## src/rtl/axi4_config_master.sv

```systemverilog
// axi4_config_master: turns index/data register requests into single-beat AXI4 reads and writes
module axi4_config_master #(
    parameter logic [31:0] BASE_ADDR   = 32'h3000_0000,
    parameter logic [31:0] CONF_OFFSET = 32'h01,
    parameter int DATA_W       = 8,
    parameter int ADDR_W       = 32,
    parameter int MST_ID_W     = 5,
    parameter logic [MST_ID_W-1:0] MST_ID = 5'd0,
    parameter int TRANS_RESP_W = 2,
    parameter int CONF_ADDR_W  = 4
) (
    input  logic                    clk,
    input  logic                    rst,
    input  logic                    req_vld_i,
    output logic                    req_rdy_o,
    input  logic                    req_wr_i,
    input  logic [CONF_ADDR_W-1:0]  req_idx_i,
    input  logic [DATA_W-1:0]       req_wdata_i,
    output logic                    rsp_vld_o,
    input  logic                    rsp_rdy_i,
    output logic [TRANS_RESP_W-1:0] rsp_resp_o,
    output logic [DATA_W-1:0]       rsp_rdata_o,
    output logic                    rsp_err_o,
    output logic                    busy_o,
    output logic [MST_ID_W-1:0]     m_awid_o,
    output logic [ADDR_W-1:0]       m_awaddr_o,
    output logic                    m_awvalid_o,
    input  logic                    m_awready_i,
    output logic [DATA_W-1:0]       m_wdata_o,
    output logic                    m_wvalid_o,
    input  logic                    m_wready_i,
    input  logic [MST_ID_W-1:0]     m_bid_i,
    input  logic [TRANS_RESP_W-1:0] m_bresp_i,
    input  logic                    m_bvalid_i,
    output logic                    m_bready_o,
    output logic [MST_ID_W-1:0]     m_arid_o,
    output logic [ADDR_W-1:0]       m_araddr_o,
    output logic                    m_arvalid_o,
    input  logic                    m_arready_i,
    input  logic [MST_ID_W-1:0]     m_rid_i,
    input  logic [DATA_W-1:0]       m_rdata_i,
    input  logic [TRANS_RESP_W-1:0] m_rresp_i,
    input  logic                    m_rvalid_i,
    output logic                    m_rready_o
);
    typedef enum logic [2:0] {IDLE, WR_REQ, WR_RESP, RD_REQ, RD_RESP, RSP} state_t;
    state_t state, state_n;
    logic aw_done, w_done, aw_done_n, w_done_n;
    logic accept, aw_hs, w_hs, b_hs, ar_hs, r_hs;
    logic [ADDR_W-1:0] req_addr;

    assign m_awid_o = MST_ID;
    assign m_arid_o = MST_ID;
    assign req_addr = ADDR_W'(BASE_ADDR + 32'(req_idx_i) * CONF_OFFSET);

    always_comb begin
        accept    = req_vld_i & req_rdy_o;
        aw_hs     = m_awvalid_o & m_awready_i;
        w_hs      = m_wvalid_o & m_wready_i;
        b_hs      = m_bvalid_i & m_bready_o;
        ar_hs     = m_arvalid_o & m_arready_i;
        r_hs      = m_rvalid_i & m_rready_o;
        aw_done_n = (state == WR_REQ) & (aw_done | aw_hs);
        w_done_n  = (state == WR_REQ) & (w_done | w_hs);
        state_n   = state;
        case (state)
            IDLE:    if (accept) state_n = req_wr_i ? WR_REQ : RD_REQ;
            WR_REQ:  if (aw_done_n & w_done_n) state_n = WR_RESP;
            WR_RESP: if (b_hs) state_n = RSP;
            RD_REQ:  if (ar_hs) state_n = RD_RESP;
            RD_RESP: if (r_hs) state_n = RSP;
            RSP:     if (rsp_rdy_i) state_n = IDLE;
            default: state_n = IDLE;
        endcase
    end

    always_ff @(posedge clk) begin
        if (rst) begin
            state   <= IDLE;
            aw_done <= 1'b0;
            w_done  <= 1'b0;
        end else begin
            state   <= state_n;
            aw_done <= aw_done_n;
            w_done  <= w_done_n;
        end
    end

    // Handshake outputs are registered copies of the next-state decode
    always_ff @(posedge clk) begin
        if (rst) begin
            req_rdy_o   <= 1'b1;
            busy_o      <= 1'b0;
            rsp_vld_o   <= 1'b0;
            m_awvalid_o <= 1'b0;
            m_wvalid_o  <= 1'b0;
            m_bready_o  <= 1'b0;
            m_arvalid_o <= 1'b0;
            m_rready_o  <= 1'b0;
            m_awaddr_o  <= '0;
            m_araddr_o  <= '0;
            m_wdata_o   <= '0;
            rsp_resp_o  <= '0;
            rsp_rdata_o <= '0;
            rsp_err_o   <= 1'b0;
        end else begin
            req_rdy_o   <= state_n == IDLE;
            busy_o      <= state_n != IDLE;
            rsp_vld_o   <= state_n == RSP;
            m_awvalid_o <= (state_n == WR_REQ) && !aw_done_n;
            m_wvalid_o  <= (state_n == WR_REQ) && !w_done_n;
            m_bready_o  <= state_n == WR_RESP;
            m_arvalid_o <= state_n == RD_REQ;
            m_rready_o  <= state_n == RD_RESP;
            if (accept && req_wr_i) begin
                m_awaddr_o <= req_addr;
                m_wdata_o  <= req_wdata_i;
            end
            if (accept && !req_wr_i) m_araddr_o <= req_addr;
            if (b_hs) begin
                rsp_resp_o  <= m_bresp_i;
                rsp_rdata_o <= '0;
                rsp_err_o   <= (m_bresp_i != '0) || (m_bid_i != MST_ID);
            end
            if (r_hs) begin
                rsp_resp_o  <= m_rresp_i;
                rsp_rdata_o <= m_rdata_i;
                rsp_err_o   <= (m_rresp_i != '0) || (m_rid_i != MST_ID);
            end
        end
    end
endmodule

```

## config.mk

```make
export PLATFORM = sky130hd
export DESIGN_NAME = axi4_config_master
export DESIGN_NICKNAME = d
export VERILOG_FILES = /design/src/rtl/axi4_config_master.sv
export SDC_FILE = /design/constraint.sdc
export NUM_CORES = 1
export LEC_CHECK = 0
export CORE_ASPECT_RATIO = 1.4
export CORE_MARGIN = 3
export CORE_UTILIZATION = 50
export DETAILED_ROUTE_END_ITERATION = 12
export DONT_BUFFER_PORTS = 1
export GPL_TIMING_DRIVEN = 0
export PLACE_DENSITY_LB_ADDON = 0.12
export RECOVER_POWER = 25
export SYNTH_ARGS = -nofsm -noshare
export SYNTH_HDL_FRONTEND = slang
export SYNTH_SLANG_ARGS = --single-unit
```

## constraint.sdc

```tcl
create_clock -name clk -period 1.5 [get_ports clk]
set_input_delay 0.225 -clock clk [delete_from_list [all_inputs] [get_ports clk]]
set_output_delay 0.225 -clock clk [all_outputs]
set_load 0.02 [all_outputs]
```

# Word level (Yosys, flattened, before mapping)
# Index checks and enable logic that the tools add are counted.
# totals
ff_bits,96
inputBits,44
out_inout_bits,101
wordCells,70
# op_classes
addsub,1
n_eq_ne,10
mux,14
bitwise,11
n_reduce_logical,17
# op_table
operator,count
$add 30x4->31 const A,1
$mux 3,6
$pmux 3 s6,1
$mux 8,2
$eq 3x2->1 const B,4
$eq 3x3->1 const B,4
$reduce_bool 5->1,2
$and 1x1->1,9
$eq 3x1->1 const B,2
$logic_not 3->1,2
$mux 2,3
$reduce_bool 2->1,3
$logic_and 1x1->1,4
$logic_not 1->1,3
$reduce_bool 3->1,1
$logic_or 1x1->1,2
$mux 1,2
$or 1x1->1,2

# Depth between registers and ports, before layout
# Gate-level depths: netlist of run 1.
# logic_depth
depth_word,8
ltp_mapped,4
ltp_nobuf,4

# Worst setup path after synthesis of run 1
# OpenSTA, ideal clock, no wires.
# synth_path
path_type,register to register
from,register req_rdy_o
to,register m_bready_o
setup_ps,59
t_arrival_ps,1465
t_required_ps,1441
path_slack_ps,-25
stages_incl_launch_ff,5
n_path_buf,0
period_less_slack_ps,1525
cell_sequence,dfxtp_1 > nand3b_4 > or4_4 > a41oi_2 > and2_1
# synth_via
elab_chain_len,4
# synth_lines
item,line,rtl
"start, declared",15,"output logic req_rdy_o,"
"start signal, assigned",92,req_rdy_o <= 1'b1;
"start signal, assigned",107,req_rdy_o <= state_n == IDLE;
$and 1x1->1,57,accept = req_vld_i & req_rdy_o;
$mux 3,67,IDLE: if (accept) state_n = req_wr_i ? WR_REQ : RD_REQ;
$pmux 3 s6,66,case (state)
$eq 3x2->1,112,m_bready_o <= state_n == WR_RESP;
"end signal, assigned",97,m_bready_o <= 1'b0;
"end signal, assigned",112,
"end, declared",35,"output logic m_bready_o,"
# No other way between the ends.
# A chain may end at the register's enable or synchronous reset.

# Worst setup path in the final report of run 1
# layout_path
from,register m_bready_o
to,register busy_o
# layout_via
elab_chain_len,4
# layout_lines
item,line,rtl
$and 1x1->1,60,b_hs = m_bvalid_i & m_bready_o;
$mux 3,69,WR_RESP: if (b_hs) state_n = RSP;
$pmux 3 s6,66,
$reduce_bool 3->1,108,busy_o <= state_n != IDLE;
"end signal, assigned",93,busy_o <= 1'b0;
"end signal, assigned",108,
"end, declared",24,"output logic busy_o,"
# No other way between the ends.

==> results_dict.tcl, run 1 <==
set metrics [dict create \
    antenna_found_initial 0 \
    swShare_pct 33.6 \
    cts.sinks 42 \
    path_clk_slew_ns 0.09 \
    wl_per_cell_um 13.1 \
    wl_mm 4.60 \
    die_x_um 60.4 \
    cts_root_buf "clkbuf_8" \
    crit_required_ns 1.68 \
    yosysSeqAreaShare_pct 40.6 \
    syn_inst 239 \
    layoutNonFillerInstCount 352 \
    p_seq_share_pct 47.9 \
    clock_power_share_pct 28.7 \
    synth_seq_cells 42 \
    yosysTopAreaCell "dfxtp_1" \
    postSynth.asyncResetShare_pct 0 \
    internal-power_mw 2.06 \
    drtIter0Drc 25 \
    via_per_inst 4.51 \
    synthFlopType "dfxtp_1" \
    leakagePower_nw 1.24 \
    final_area_um2 2550 \
    route.detailed.drc 0 \
    arrival_ns 1.64 \
    initial_core_util_pct 52.4 \
    worstSetupStartpointType "flop" \
    grt_pass1_wl_mm 6.40 \
    overflow 0 \
    wl_met1_mm 1.53 \
    layout-drive-gt1-share_pct 30.1 \
    cts_tree "done" \
    yosys.area.top_type_share_pct 40.6 \
    clk-insertion-delay-late_ns 0.30 \
    yosysWarnings 0 \
    port_buffers 0 \
    routabilityCongestion 0.728 \
    power_density_nw_per_um2 1220 \
    synth_area_um2 2070 \
    placed_area_um2 2360 \
    die_y_um 82.2 \
    htreeDepth 2 \
    vias 1588 \
    diodes 0 \
    ios 145 \
    detail-route-antenna-nets 0 \
    grt_pass1_vias 1369 \
    end_kind "flop" \
    cts_hold_buf 0 \
    relSlewSlack_pct 65.7 \
    nets 352 \
    fmax_mhz 686 \
    setup_tns_ns 0 \
    clock_skew_ns 0.00774 \
    status "completed" \
    synth.area.top_cells "dfxtp_1 41%, buf_4 23%, nand2_1 6.5%, a21oi_1 3.6%, nor2_1 3.6%" \
    core_um2 3950 \
    final_cell_mix "65 x buf_4, 62 x conb_1, 36 x dfxtp_1" \
    clockBufferDepth 2 \
    topRoutingLayerUsed "met4" \
    cp_max_fo 4 \
    dp_hpwl_mm 3.59 \
    cts_buffers 5 \
    synth-edff-count 0 \
    p_sw_mw 1.04 \
    grt_usage_pct 17.3 \
    drv_cap 0 \
    postSynthAreaPerCell_um2 8.67 \
    hp-class "in -> reg" \
    area_growth_pct 22.9 \
    holdPathStages 2 \
    slew_viol_final 0 \
    r2r_cells 4 \
    pwr-share-comb_pct 23.3 \
    yosysUniqueCellTypes 36 \
    final_common_cell "buf_4" \
    final.period_utilization_pct 97.1 \
    dr_wl_met3_um 503 \
    worstMarginPinSlew_ns 0.512 \
    vdd_ir_drop_max_mv 1.08 \
    dr.pass1.iters 6 \
    period_needed_ns 1.46 \
    setup-violations-final 0 \
    dieArea_um2 4960 \
    hold_violations 0 \
    wl_met2_mm 2.50 \
    fp-row-count 27 \
    holdWs_ns 0.0522 \
    crit_type "reg -> reg" \
    dp_cells 343 \
    grt_max_degree 15 \
]
[kinds of logic after synthesis]
group | Yosys count | share of synthesized area (%)
simple gates | 85 | 21.0
buf+inv | 72 | 24.6
flops | 42 | 40.6
compound gates | 35 | 11.7
mux | 4 | 1.93
other cells | 1 | 0.181
[per-layer routing]
metal / track usage, % / vias to the layer above
li1: - / 817
met1: 17.6 / 680
met3: 5.91 / 6
met4: 7.32 / 0
met2: 31.5 / 85
met5: 0 / -
[flip-flops by register name (all words and copies together) (netlist names), 2 cells and up]
register	flops
m_araddr_o	5
m_awaddr_o	5
m_wdata_o	8
rsp_rdata_o	8
rsp_resp_o	2
state	3
[worst paths after layout]
path / start / endpoint / slack [ns]
max: m_bready_o$_SDFF_PP0_ / busy_o$_SDFF_PP0_ / 0.04
min: req_wdata_i[2] / m_wdata_o[2]$_SDFFE_PP0P_ / 0.05
max reg2reg: m_bready_o$_SDFF_PP0_ / busy_o$_SDFF_PP0_ / 0.04
min reg2reg: m_wdata_o[7]$_SDFFE_PP0P_ / m_wdata_o[7]$_SDFFE_PP0P_ / 0.56
[power groups by stage]
stage	sequential, mW	clock (mW)	combinational, mW
2_1_floorplan	1.46	0	0.592
3_3_place_gp	1.49	0	0.652
3_5_place_dp	1.50	0	0.661
4_1_cts	1.48	0.912	0.692
5_1_grt	1.50	0.962	0.789
6_report	1.49	0.890	0.723
[worst max-delay path, stage by stage, from the launching register on]
cell,delay [ns]
dfxtp_2,0.37
and2_1,0.22
a21oi_4,0.23
a41oi_2,0.17
or3_1,0.36
[cells in the mapped netlist, types with 2 or more instances]
library cell	number
buf_4	64
dfxtp_1	42
nand2_1	36
nor2_1	20
a21oi_1	15
a22oi_1	8
clkbuf_1	6
and2_1	4
mux2i_1	4
nor4_1	4
a311oi_1	3
nor3_1	3
a21o_1	2
and3_1	2
and3b_1	2
nand2b_1	2
nand3_1	2
nor3b_2	2
[area by class of cell]
class                      instances  area, µm²
buffer                            71        508
multi-input combinational        186       1000
clock inverter                     3       45.0
inverter                           1       3.75
timing repair buffer               1       7.51
tap                               43       53.8
sequential                        42        856
clock buffer                       5       68.8
fill                             375       1410
[through the flow]
step | utilization (%) | setup slack, ns | total power [mW]
global route | 64.5 | -0.000441 | 3.25
global placement | 59.6 | -0.0767 | 2.15
CTS | 63.4 | 0.0119 | 3.09
detailed placement | 59.6 | -0.0924 | 2.16
floorplan | - | 0.0920 | 2.05
finish | 64.5 | 0.0429 | 3.10
[timing repair]
action                     4_1_cts  5_1_grt
setup buffers                    1        0
pin swaps                        1        2
resized for setup                8       11
setup endpoints to repair        7        6
Power figures use the tool's default switching activity.
==> run 2: changes to the inputs <==
--- a/config.mk
+++ b/config.mk
@@ -13,6 +13,7 @@
 export GPL_TIMING_DRIVEN = 0
 export PLACE_DENSITY_LB_ADDON = 0.12
 export RECOVER_POWER = 25
+export SETUP_SLACK_MARGIN = 0.2
 export SYNTH_ARGS = -nofsm -noshare
 export SYNTH_HDL_FRONTEND = slang
 export SYNTH_SLANG_ARGS = --single-unit
==> run 2 against run 1 <==
Net effect:
- critical path depth is the same
- final cell count increased by 1.7%
- total power is 6.2% higher
- first-iteration DRC count is 8.0% higher
- worst hold slack got worse by 0.00066 ns
- clock skew fell by 0.0029 ns
- global-route usage barely moved
- non-clock buffer count up 6
- sequential power is essentially flat
- critical endpoint unchanged
- largest power group unchanged
==> results_dict.tcl, run 2 (synthesized netlist as in run 1, its figures left out) <==
set metrics [dict create \
    status "completed" \
    wl_per_cell_um 12.6 \
    rsz0062_at_grt "yes" \
    die_y_um 82.2 \
    dp_hpwl_mm 3.52 \
    grt_pass1_vias 1419 \
    path_clk_slew_ns 0.08 \
    crit-reg2reg-launch "state[2]$_SDFF_PP0_" \
    fin_util_pct 67.1 \
    fp-row-count 27 \
    ios 145 \
    layoutNonFillerInstCount 358 \
    antenna_found_initial 0 \
    reg.largest.list "m_wdata_o: 8 flops, rsp_rdata_o: 8 flops" \
    leakagePower_nw 1.30 \
    final_common_cell "buf_4" \
    fmax_mhz 683 \
    grt_usage_pct 17.4 \
    cts_hold_buf 0 \
    worstSetupStartpointType "flop" \
    wl_mm 4.52 \
    clk-insertion-delay-late_ns 0.30 \
    routabilityCongestion 0.774 \
    overflow 0 \
    drtIter0Drc 27 \
    vias 1612 \
    initial_core_util_pct 52.4 \
    via_per_inst 4.50 \
    clock_skew_ns 0.00485 \
    route.detailed.drc 0 \
    final.period_utilization_pct 97.6 \
    clockBufferDepth 2 \
    core_um2 3950 \
    layout-drive-gt1-share_pct 34.0 \
    dr.pass1.iters 4 \
    cts_tree "done" \
    crit_type "reg -> reg" \
    htreeDepth 2 \
    diodes 0 \
    drv_cap 0 \
    grt_max_degree 14 \
    crit_start "state[2]$_SDFF_PP0_" \
    holdCritStartpoint "req_idx_i[0]" \
    period_needed_ns 1.46 \
    die_x_um 60.4 \
    final_area_um2 2650 \
    worstMarginPinSlew_ns 0.520 \
    nets 358 \
    cts_buffers 5 \
    setup-violations-final 0 \
    final_cell_mix "71 x buf_4, 62 x conb_1, 37 x dfxtp_1" \
    detail-route-antenna-nets 0 \
    crit_required_ns 1.69 \
    area_growth_pct 28.0 \
    cts_root_buf "clkbuf_8" \
    relSlewSlack_pct 65.3 \
    vdd_ir_drop_max_mv 1.08 \
    hold_violations 0 \
    holdWs_ns 0.0516 \
    placed_area_um2 2400 \
    grt_pass1_wl_mm 6.44 \
    slew_viol_final 0 \
    arrival_ns 1.65 \
    cts.sinks 42 \
    place_ws_ns -0.0522 \
    hp-class "in -> reg" \
    power_density_nw_per_um2 1240 \
    cp_max_fo 8 \
    dp_cells 343 \
    dieArea_um2 4960 \
    port_buffers 0 \
    end_kind "flop" \
    setup_ws_ns 0.0357 \
]
run 2: cell types whose count changed in the layout (fill, tap and decap cells not counted), sizes merged:
| cell | before | now |
|---|---|---|
| clkinv | 0 | 1 |
| buf | 66 | 73 |
| clkbuf | 11 | 10 |
| bufinv | 1 | 2 |
| clkinvlp | 2 | 0 |
run 2: area by class of cell:
| type | count | area (µm²) |
|---|---|---|
| Fill cell | 349 | 1300 |
| Multi-Input combinational cell | 186 | 1040 |
| Sequential cell | 42 | 857 |
| Buffer | 71 | 513 |
| Clock buffer | 5 | 68.8 |
| Clock inverter | 3 | 63.8 |
| Tap cell | 43 | 53.8 |
| Timing Repair Buffer | 7 | 52.6 |
| Inverter | 1 | 3.75 |
run 2: worst paths after layout:
| kind | depth (start not counted) | end | slack [ns] |
|---|---|---|---|
| max | 4 | busy_o$_SDFF_PP0_ | 0.04 |
| min | 2 | m_awaddr_o[0]$_SDFFE_PP0P_ | 0.05 |
| max reg2reg | 4 | busy_o$_SDFF_PP0_ | 0.04 |
| min reg2reg | 2 | m_wdata_o[7]$_SDFFE_PP0P_ | 0.56 |
run 2: worst max-delay path, stage by stage (launching register included):
cell	delay [ns]
dfxtp_4	0.41
and3b_2	0.24
a32oi_2	0.21
a21oi_2	0.13
or3_1	0.36
run 2: repair_timing:
action	CTS	global route
buffers inserted	5	2
pin swaps	7	3
gates resized for setup	10	13
setup endpoints to repair	27	21
run 2: where the power goes:
part / switching [mW] / internal (mW) / total [mW]
Combinational: 0.426 / 0.339 / 0.765
Sequential: 0.237 / 1.25 / 1.49
Clock: 0.383 / 0.658 / 1.04
run 2: layer usage:
metal / global-route usage (%) / up-vias / wire (µm)
li1: - / 833 / -
met1: 17.0 / 692 / 1460
met2: 30.8 / 80 / 2340
met3: 9.18 / 7 / 658
met4: 5.32 / 0 / 56
met5: 0 / - / 0
run 2: through the flow:
stage | setup TNS [ns] | total power, mW
after floorplan | 0 | 2.09
after detailed placement | -0.0522 | 2.19
after global routing | -0.0873 | 3.46
final | 0 | 3.29
after global placement | 0 | 2.18
after CTS | 0 | 3.26
==> run 3: changes to the inputs <==
==> constraint.sdc (replaced) <==
create_clock -name clk -period 1.6 [get_ports clk]
set_input_delay 0.24 -clock clk [delete_from_list [all_inputs] [get_ports clk]]
set_output_delay 0.24 -clock clk [all_outputs]
set_load 0.02 [all_outputs]
==> run 3 against run 2 <==
Net effect:
- first-iteration DRC count shrank 33%
- clock power shrank 22%
- register-to-register slack gained 0.11 ns
- flip-flop and latch count is the same
- die area is the same
- worst hold slack gained 0.024 ns
- global-route usage grew 0.23 points
- combinational power shrank 5.6%
- final area shrank 1.4%
- setup slack gained 0.11 ns
- wire length shrank 2.1%
- sequential power shrank 7%
==> results_dict.tcl, run 3 (synthesized netlist as in run 1, its figures left out) <==
set metrics [dict create \
    status "completed" \
    hp-class "in -> reg" \
    period_needed_ns 1.45 \
    final_cell_mix "69 x buf_4, 62 x conb_1, 36 x dfxtp_1" \
    wl_met1_mm 1.54 \
    diodes 0 \
    path_clk_slew_ns 0.08 \
    holdWs_ns 0.0754 \
    cp_max_fo 3 \
    slowest_stage "dfxtp_1" \
    dr_wl_met3_um 581 \
    clk-insertion-delay-late_ns 0.29 \
    end_kind "flop" \
    clock_skew_ns 0.00343 \
    cts.sinks 42 \
    crit_required_ns 1.78 \
    drtIter0Drc 18 \
    worstSetupStartpointType "flop" \
    fp-row-count 27 \
    wl_mm 4.43 \
    htreeDepth 2 \
    hold_violations 0 \
    slew_viol_final 0 \
    wl_met2_mm 2.25 \
    detail-route-antenna-nets 0 \
    crit-reg2reg-launch "m_awvalid_o$_SDFF_PP0_" \
    crit_chain "a21o_1 > a21bo_1 > a41oi_2 > or3_1" \
    final.period_utilization_pct 90.6 \
    setup-violations-final 0 \
    cts_root_buf "clkbuf_8" \
    grt_pass1_wl_mm 6.53 \
    grt_pass1_vias 1397 \
    initial_core_util_pct 52.4 \
    vias 1609 \
    grt_max_degree 14 \
    overflow 0 \
    layout-drive-gt1-share_pct 32.6 \
    dieArea_um2 4960 \
    cts_tree "done" \
    routabilityCongestion 0.745 \
    wl_per_cell_um 12.4 \
    ios 145 \
    rsz0062_at_grt "yes" \
    endpoint "busy_o$_SDFF_PP0_" \
    grt_usage_pct 17.6 \
    dr.pass1.iters 4 \
    reg.largest.list "m_wdata_o: 8 flops, rsp_rdata_o: 8 flops" \
    area_growth_pct 26.2 \
    crit_start "m_awvalid_o$_SDFF_PP0_" \
    die_y_um 82.2 \
    vdd_ir_drop_max_mv 0.852 \
    relSlewSlack_pct 63.2 \
    setup_tns_ns 0 \
    final_common_cell "buf_4" \
    cts_buffers 5 \
    power_density_nw_per_um2 1120 \
    arrival_ns 1.63 \
    fmax_mhz 690 \
    topRoutingLayerUsed "met4" \
    crit_type "reg -> reg" \
    die_x_um 60.4 \
    route.detailed.drc 0 \
    port_buffers 0 \
    dp_hpwl_mm 3.47 \
    timing.rr.end "busy_o$_SDFF_PP0_" \
    clockBufferDepth 2 \
    rrSetupSlack_ns 0.15 \
    max_stage_delay_ns 0.45 \
    cts_hold_buf 0 \
    holdPathStages 2 \
    core_um2 3950 \
    antenna_found_initial 0 \
    r2r_cells 4 \
    worstMarginPinSlew_ns 0.552 \
    nets 356 \
    via_per_inst 4.52 \
    drv_cap 0 \
    leakagePower_nw 1.28 \
]
[run 3: cell types whose count changed in the layout (fill, tap and decap cells not counted), sizes merged]
| cell | previous run | this run |
|---|---|---|
| clkinv | 1 | 2 |
| clkbuf | 10 | 11 |
| bufinv | 2 | 1 |
| buf | 73 | 70 |
[run 3: timing repair]
action                                  4_1_cts  5_1_grt
buffers inserted                              3        2
pin swaps                                     7        2
gates cloned                                  0        0
endpoints found under the setup margin       12       17
gates resized for setup                      22        8
[run 3: through the flow]
| stage | util, % | std cells | worst slack [ns] | cell area [µm²] | total power, mW |
|---|---|---|---|---|---|
| 6_report | 66.2 | 356 | 0.150 | 2620 | 2.93 |
| 5_1_grt | 66.2 | 356 | 0.0816 | 2620 | 3.09 |
| 4_1_cts | 65.0 | 354 | 0.162 | 2570 | 2.91 |
| 3_5_place_dp | 59.7 | 343 | 0.0517 | 2360 | 2.02 |
| 3_3_place_gp | 59.7 | 343 | 0.0335 | 2360 | 2.02 |
| 2_1_floorplan | - | 300 | 0.216 | 2300 | 1.93 |
[run 3: worst max-delay path: cells and delay by family, from the launching register on]
family,cells,cell delay [ns]
AOI/OAI and AO/OA,3,0.52
and+or+nand+nor,1,0.36
DFF,1,0.45
[run 3: layout make-up]
type,instances,area (µm²)
buffer,71,509
clock buffer,5,68.8
clock inverter,3,40.0
fill,354,1340
inverter,1,3.75
multi-input combinational,186,1040
sequential,42,858
tap,43,53.8
timing repair buffer,5,37.5
[run 3: routing by layer]
metal	up-vias	GRT usage, %
li1	825	-
met1	689	19.7
met2	89	29.4
met3	6	6.69
met4	0	7.10
met5	-	0
[run 3: worst min-delay path by stage]
| stage | endpoint | slack (ns) | from |
|---|---|---|---|
| floorplan | m_awaddr_o[3]$_SDFFE_PP0P_ | 0.38 | req_idx_i[3] |
| detailed placement | m_wdata_o[6]$_SDFFE_PP0P_ | 0.39 | req_wdata_i[6] |
| finish | m_awaddr_o[0]$_SDFFE_PP0P_ | 0.08 | req_idx_i[0] |
| global placement | m_awaddr_o[2]$_SDFFE_PP0P_ | 0.38 | req_idx_i[2] |
| CTS | m_awaddr_o[0]$_SDFFE_PP0P_ | 0.07 | req_idx_i[0] |
| global route | m_wdata_o[3]$_SDFFE_PP0P_ | 0.06 | req_wdata_i[3] |
[run 3: power breakdown]
part	total, mW	switching [mW]	internal, mW
clock network	0.814	0.355	0.459
logic	0.722	0.400	0.323
registers	1.39	0.220	1.17
